===== src/rtl/iter_divider.sv =====
// Iterative 32-bit divider, restoring radix-2, one quotient bit per clock.
// Ports: clk/rst_n; s_axis_dividend_*, s_axis_divisor_* operand slots;
//        m_axis_dout_* result {quotient[63:32], remainder[31:0]}.
module iter_divider #(
  parameter int SIGNED = 1
) (
  input  logic        clk,
  input  logic        rst_n,
  input  logic        s_axis_dividend_tvalid,
  output logic        s_axis_dividend_tready,
  input  logic [31:0] s_axis_dividend_tdata,
  input  logic        s_axis_divisor_tvalid,
  output logic        s_axis_divisor_tready,
  input  logic [31:0] s_axis_divisor_tdata,
  output logic        m_axis_dout_tvalid,
  input  logic        m_axis_dout_tready,
  output logic [63:0] m_axis_dout_tdata
);

  typedef enum logic [1:0] {
    IDLE = 2'd0,
    CALC = 2'd1,
    DONE = 2'd2
  } state_t;

  state_t r_state;
  state_t w_next;

  logic        r_dvd_full;
  logic        r_dvs_full;
  logic [31:0] r_dvd;
  logic [31:0] r_dvs;
  logic [31:0] r_rem;
  logic [31:0] r_quo;
  logic [31:0] r_den;
  logic [4:0]  r_cnt;
  logic        r_neg_q;
  logic        r_neg_r;
  logic        r_tvalid;
  logic [63:0] r_tdata;

  logic        w_idle;
  logic        w_dvd_hs;
  logic        w_dvs_hs;
  logic        w_both;
  logic        w_sgn;
  logic        w_dvd_neg;
  logic        w_dvs_neg;
  logic [31:0] w_dvd_mag;
  logic [31:0] w_dvs_mag;
  logic        w_div0;
  logic        w_ovf;
  logic        w_special;
  logic [32:0] w_rem_sh;
  logic [32:0] w_diff;
  logic        w_ge;
  logic [31:0] w_rem_nx;
  logic [31:0] w_quo_nx;
  logic        w_last;
  logic [31:0] w_q_fin;
  logic [31:0] w_r_fin;

  assign w_idle = (r_state == IDLE);
  assign s_axis_dividend_tready = w_idle & ~r_dvd_full;
  assign s_axis_divisor_tready  = w_idle & ~r_dvs_full;
  assign w_dvd_hs = s_axis_dividend_tvalid & s_axis_dividend_tready;
  assign w_dvs_hs = s_axis_divisor_tvalid & s_axis_divisor_tready;
  assign w_both   = r_dvd_full & r_dvs_full;

  assign w_sgn     = (SIGNED != 0);
  assign w_dvd_neg = w_sgn & r_dvd[31];
  assign w_dvs_neg = w_sgn & r_dvs[31];
  assign w_dvd_mag = w_dvd_neg ? (32'd0 - r_dvd) : r_dvd;
  assign w_dvs_mag = w_dvs_neg ? (32'd0 - r_dvs) : r_dvs;

  // Cases the iteration cannot produce: divide by zero, and the one
  // signed quotient (-2^31 / -1) that does not fit in 32 bits.
  assign w_div0 = (r_dvs == 32'd0);
  assign w_ovf  = w_sgn & (r_dvd == 32'h8000_0000)
                & (r_dvs == 32'hFFFF_FFFF);
  assign w_special = w_div0 | w_ovf;

  // Quotient register doubles as the dividend shift register.
  assign w_rem_sh = {r_rem, r_quo[31]};
  assign w_diff   = w_rem_sh - {1'b0, r_den};
  assign w_ge     = ~w_diff[32];
  assign w_rem_nx = w_ge ? w_diff[31:0] : w_rem_sh[31:0];
  assign w_quo_nx = {r_quo[30:0], w_ge};
  assign w_last   = (r_cnt == 5'd31);

  assign w_q_fin = r_neg_q ? (32'd0 - w_quo_nx) : w_quo_nx;
  assign w_r_fin = r_neg_r ? (32'd0 - w_rem_nx) : w_rem_nx;

  always_ff @(posedge clk or negedge rst_n) begin
    if (!rst_n) begin
      r_state <= IDLE;
    end else begin
      r_state <= w_next;
    end
  end

  always_comb begin
    w_next = r_state;
    unique case (r_state)
      IDLE: begin
        if (w_both) begin
          w_next = w_special ? DONE : CALC;
        end
      end
      CALC: begin
        if (w_last) begin
          w_next = DONE;
        end
      end
      DONE: begin
        if (m_axis_dout_tready) begin
          w_next = IDLE;
        end
      end
      default: w_next = IDLE;
    endcase
  end

  always_ff @(posedge clk or negedge rst_n) begin
    if (!rst_n) begin
      r_dvd_full <= 1'b0;
      r_dvs_full <= 1'b0;
      r_dvd      <= '0;
      r_dvs      <= '0;
      r_rem      <= '0;
      r_quo      <= '0;
      r_den      <= '0;
      r_cnt      <= '0;
      r_neg_q    <= 1'b0;
      r_neg_r    <= 1'b0;
      r_tvalid   <= 1'b0;
      r_tdata    <= '0;
    end else begin
      unique case (r_state)
        IDLE: begin
          if (w_dvd_hs) begin
            r_dvd      <= s_axis_dividend_tdata;
            r_dvd_full <= 1'b1;
          end
          if (w_dvs_hs) begin
            r_dvs      <= s_axis_divisor_tdata;
            r_dvs_full <= 1'b1;
          end
          if (w_both) begin
            r_cnt   <= '0;
            r_rem   <= '0;
            r_quo   <= w_dvd_mag;
            r_den   <= w_dvs_mag;
            r_neg_q <= w_dvd_neg ^ w_dvs_neg;
            r_neg_r <= w_dvd_neg;
            if (w_special) begin
              r_tvalid <= 1'b1;
              r_tdata  <= w_div0 ? {32'hFFFF_FFFF, r_dvd}
                                 : {32'h8000_0000, 32'd0};
            end
          end
        end
        CALC: begin
          r_rem <= w_rem_nx;
          r_quo <= w_quo_nx;
          r_cnt <= r_cnt + 5'd1;
          if (w_last) begin
            r_tvalid <= 1'b1;
            r_tdata  <= {w_q_fin, w_r_fin};
          end
        end
        DONE: begin
          if (m_axis_dout_tready) begin
            r_tvalid   <= 1'b0;
            r_tdata    <= '0;
            r_dvd_full <= 1'b0;
            r_dvs_full <= 1'b0;
          end
        end
        default: begin
          r_tvalid <= 1'b0;
          r_tdata  <= '0;
        end
      endcase
    end
  end

  assign m_axis_dout_tvalid = r_tvalid;
  assign m_axis_dout_tdata  = r_tdata;

endmodule


===== config.mk =====
export PLATFORM = sky130hd
export DESIGN_NAME = iter_divider
export DESIGN_NICKNAME = d
export VERILOG_FILES = /design/src/rtl/iter_divider.sv
export SDC_FILE = /design/constraint.sdc
export NUM_CORES = 1
export LEC_CHECK = 0
export ABC_AREA = 1
export CAP_MARGIN = 10
export CORE_MARGIN = 2
export CORE_UTILIZATION = 40
export DETAILED_ROUTE_END_ITERATION = 12
export REMOVE_ABC_BUFFERS = 1
export SYNTH_ARGS = -nofsm -noshare
export SYNTH_HDL_FRONTEND = slang
export SYNTH_SLANG_ARGS = --single-unit
export TNS_END_PERCENT = 100

===== constraint.sdc =====
create_clock -name clk -period 4.9 [get_ports clk]
set_clock_uncertainty 0.15 [all_clocks]
set_input_delay 0.735 -clock clk [delete_from_list [all_inputs] [get_ports clk]]
set_output_delay 0.735 -clock clk [all_outputs]
set_load 0.01 [all_outputs]

# == After elaboration in Yosys (flattened, before gate mapping) ==
# Cells that the tools add are included.
# op_classes
add_sub_neg,6
n_eq_ne,11
n_mux,31
n_bitwise,11
reduce_logical,12
# ops
operator,count
$mux W64,4
$mux W32,7
$pmux W64 S3,1
$pmux W32 S2,2
$sub A1 B32 Y32 const A,4
$eq A32 B32 Y1 const B,2
$mux W63,1
$sub A33 B32 Y33,1
$logic_not A32 Y1,1
$pmux W5 S2,1
$reduce_and A3 Y1,3
$mux W2,4
$ne A2 B1 Y1 const B,4
$reduce_and A2 Y1,4
$and A1 B1 Y1,6
$mux W1,6
$pmux W2 S3,1
$add A5 B1 Y5 const B,1
$eq A5 B5 Y1 const B,1
$mux W5,1
$ne A2 B2 Y1 const B,2
$pmux W1 S2,2
$reduce_and A4 Y1,1
$reduce_bool A2 Y1,2
other kinds (7),9
# word_totals
regBits,236
inputBits,69
out_inout_bits,67
elab_cells,84

# == Depth between registers and ports, before layout ==
# Gate-level depths: netlist of the first run.
# depth
word_depth,6
ltp_mapped,29
ltp_nobuf,28

# == Worst setup path after synthesis of the first run ==
# Ideal clock, no wire load.
# synth_path
path_kind,reg2reg
from,reg r_quo[31]
to,reg r_tdata[60] (netlist: m_axis_dout_tdata[60])
setup_ps,121
arrival_ps,4102
required_time_ps,4629
setup_slack_ps,527
stages_incl_launch_ff,30
n_path_buf,2
synth_period_minus_slack_ps,4373
cell_sequence,dfrtp_1 inv_1 ha_1 fa_1 inv_1 nand2_1 nand2_1 nand3_1 nand2_2 nand2_2 nand2_2 nand2_4 nand2_4 nand2_4 nand2_8 buf_8 buf_6 ha_1 inv_1 nor3_1 nand3_1 nor3_1 nand4_1 o21ai_0 nand2_1 nor2_1 o21ai_0 o21ai_0 a21oi_1 o22a_1
# synth_between
elab_chain_len,6
# synth_rtl
item,line,source
from (decl),34,logic [31:0] r_quo;
from (signal assigned),152,r_quo <= w_dvd_mag;
from (signal assigned),165,r_quo <= w_quo_nx;
$sub A33 B32 Y33,85,"assign w_diff = w_rem_sh - {1'b0, r_den};"
$not A1 Y1,86,assign w_ge = ~w_diff[32];
$sub A1 B32 Y32,91,assign w_q_fin = r_neg_q ? (32'd0 - w_quo_nx) : w_quo_nx;
$mux W32,91,
$mux W64,167,if (w_last) begin
$pmux W64 S3,139,unique case (r_state)
to (signal assigned),158,"r_tdata <= w_div0 ? {32'hFFFF_FFFF, r_dvd}"
to (signal assigned),169,"r_tdata <= {w_q_fin, w_r_fin};"
to (decl),40,logic [63:0] r_tdata;
# No other way between the ends. The select of a mux whose other input is x is not followed.
# A chain may end at the register's enable or synchronous reset.

# == Worst setup path after layout of the first run ==
# Ends and elaborated chain as after synthesis.

==> reports/qor.yml, run 1 <==
grt:
  grt_max_degree: 111
  antenna_found_initial: 0
  grt_pass1_wl_um: 84800
  first_global_vias: 15200
  grt_overflow: 0
  grt_use_total: 0.260
cts:
  cts_tree: "done"
  htreeDepth: 1
  clkLatencyLatePin_ns: 0.60
  clk_pin_slew_ns: 0.06
  cts-hold-fix-buffers: 0
  numCtsBuffers: 29
  clk_path_buf_depth: 3
  post-cts-setup-buffer-count: 0
  cts.repair.resized: 0
  root_buffer: "clkbuf_16"
  cts_sinks: 236
floorplanning:
  core_mm2: 0.0395
  die_w_um: 204
  pin_count: 136
  num_rows: 73
  die_area_mm2: 0.0416
  fp.dieH_um: 204
  initial_utilization: 0.404
worst_setup_path:
  slowest_stage: "fa_1"
  endpoint_kind: "register"
  cp_max_fo: 5
  critical-path-max-stage-delay_ns: 0.40
  arrival_ns: 4.70
  path_class: "register to register"
  crit_required_ns: 5.24
  start_kind: "register"
placement:
  io_buffers: 135
  place_inst: 2906
  dp_hpwl_um: 39900
  dpl_worst_slack_ns: 0.504
  place_area_mm2: 0.0179
  routabilityCongestion: 0.947
drt:
  vias_per_cell: 5.30
  dr_total_vias: 15700
  firstDrtPassIters: 5
  finalWirelength_um: 53700
  wl_per_cell_um: 18.1
  antenna_left: 0
  initialDrtViolationCount: 1258
  drc: 0
yosys:
  synth.distinct_cells: 54
  ys_ff_latch: 236
  synth_warnings: 0
  yosys-top-cells-area: "dfrtp_1 37%, nand2_1 16%, inv_1 7.0%, nor2_1 5.4%, nand3_1 4.4%"
  synth_top_family_by_area: "simple AND/OR/NAND/NOR gates"
  yosysSeqAreaShare: 0.370
  synth_cells: 2301
  synth-compound-area-share: 0.121
  ys.flop_type: "dfrtp_1"
  synth-xor-area-share: 0.0345
  async_flop_share: 1.00
  synthAdderAreaFrac: 0.0318
  synth_top_area_frac: 0.370
  yosys-mux-area-fraction: 0.0204
  synth_edf_count: 0
  yosys.area.top_type: "dfrtp_1"
  synth-simple-area-share: 0.326
  syn_area_per_cell_um2: 6.94
  netlist_area_mm2: 0.0160
sta:
  worst_pin_slew_ns: 0.938
  fmax_mhz: 229
  hold_viol: 0
  setup_violations: 0
  holdWs_ns: 0.113
  max_slew_margin: 0.373
  setup_ws_ns: 0.534
  min_period_over_period: 0.891
  rsz0062_at_grt: "no"
  period_needed_ns: 4.37
  maxSlewViolCount: 0
run_status:
  status: "completed"
finish:
  multi_input_area_mm2: 0.00856
  fin_area_mm2: 0.0188
  seq_area_mm2: 0.00591
  finalNonFillerCells: 2960
  n_antenna_cell: 0
  n_fill_cell: 4077
  area_growth_pct: 17.7
  layout.nets: 2521
  drive_gt1_frac: 0.0793
min_path:
  min_path_type: "primary input to async pin"
job:
  max-cap-violations: 0
worst max-delay path, delay by kind of cell (launching register included):
kind            cells  cell delay [ns]
simple gates       16             1.80
fa+ha+maj           3             0.77
buf+inv             4             0.42
flops               1             0.36
compound gates      5             0.76
synthesized netlist by cell type (2+ instances only):
cell      number
a21oi_1       94
a21oi_2        3
a22o_1         2
a31oi_1       10
and2_1         2
and3_1         3
buf_1         13
buf_2         11
buf_4          2
buf_6          4
buf_8          2
clkbuf_1      50
clkinv_1       2
dfrtp_1      236
ha_1          39
inv_1        296
inv_2         10
mux2_2        29
nand2_1      691
nand2_2       27
nand2_4        9
nand3_1      142
nand3_4        2
nand3b_1       6
nand4_1       31
nor2_1       228
nor2_2         9
nor2_4         7
nor3_1        39
nor4_1        14
o211ai_1       6
o21ai_0      113
o21ai_1       12
o21ai_2        5
o21bai_1       4
o221ai_1      35
o22a_1         2
o22ai_1       28
o31ai_1        5
or2_2          3
xnor2_1       24
xor2_1        39
sequential cells by signal, indices dropped and copies added (netlist names), 2 cells and up:
register / flops
m_axis_dout_tdata: 64
r_den: 32
r_dvd: 32
r_dvs: 32
r_quo: 32
r_rem: 32
r_cnt: 5
r_state: 2
per-layer routing:
metal	track usage	up-vias	routed length, um
met1	0.384	7483	25600
met5	0	-	0
met3	0.0351	54	3620
met4	0.0574	0	879
li1	-	7652	-
met2	0.403	513	23600
logic make-up (layout without fill, tap and decap cells):
kind of cell | count (synthesis) | after routing
fa+ha+maj | 40 | 40
simple gates | 1217 | 1217
flops | 236 | 236
buf+inv | 390 | 524
compound gates | 326 | 326
xor+xnor | 63 | 63
mux | 29 | 29
layout by cell type, fill, tap and decap left out, types with 9 or more instances in the layout:
cell type        netlist  layout
clkbuf_16              0      29
clkinv_2               0       9
xnor2_1               24      24
a21oi_1               94      94
nor2_2                 9      10
o21ai_1               12      12
nor2_1               228     226
nor4_1                14      14
nand2_4                9       9
clkdlybuf4s50_1        0     134
buf_4                  2      25
nand2_2               27      30
mux2_2                29      29
o21ai_0              113     113
inv_2                 10      12
ha_1                  39      39
nand2_1              691     688
nand3_1              142     142
inv_1                296     294
dfrtp_1              236     236
o22ai_1               28      28
nand4_1               31      31
xor2_1                39      39
nor3_1                39      38
a31oi_1               10      10
o221ai_1              35      35
through the flow:
stage               TNS, ns  utilization
finish                    0        0.475
CTS                       0        0.475
global placement          0        0.451
floorplan           -169.40            -
detailed placement        0        0.451
global route              0        0.475
path summary, 6_finish.rpt:
path,start,slack (ns),cells past startpoint,endpoint
min in group clk,m_axis_dout_tdata[48],0.32,2,m_axis_dout_tdata[48]
hold / removal,rst_n,0.11,1,r_dvs[6]
setup reg to reg,r_quo[31],0.53,28,m_axis_dout_tdata[60]
setup / recovery,r_quo[31],0.53,28,m_axis_dout_tdata[60]
hold reg to reg,m_axis_dout_tdata[48],0.32,2,m_axis_dout_tdata[48]
max in group asynchronous,rst_n,3.44,2,r_dvs[31]
area by class of cell:
| class | instances | area share |
|---|---|---|
| Clock buffer | 40 | 0.0440 |
| Clock inverter | 14 | 0.00639 |
| Inverter | 308 | 0.0615 |
| Multi-Input combinational cell | 1675 | 0.455 |
| Sequential cell | 236 | 0.314 |
| Tap cell | 525 | 0.0349 |
| Timing Repair Buffer | 162 | 0.0842 |
Power of run 1 is left out: the tool's default activity adds up to more than one toggle a clock period on the data nets, which glitch-free logic cannot reach.
==> inputs of run 2 (changes only) <==
- SKIP_CTS_REPAIR_TIMING: unset -> 1
==> results of run 2 <==
The final DEF is identical to that of run 1; final timing and power are the same.
Power of run 2 is left out for the same reason.
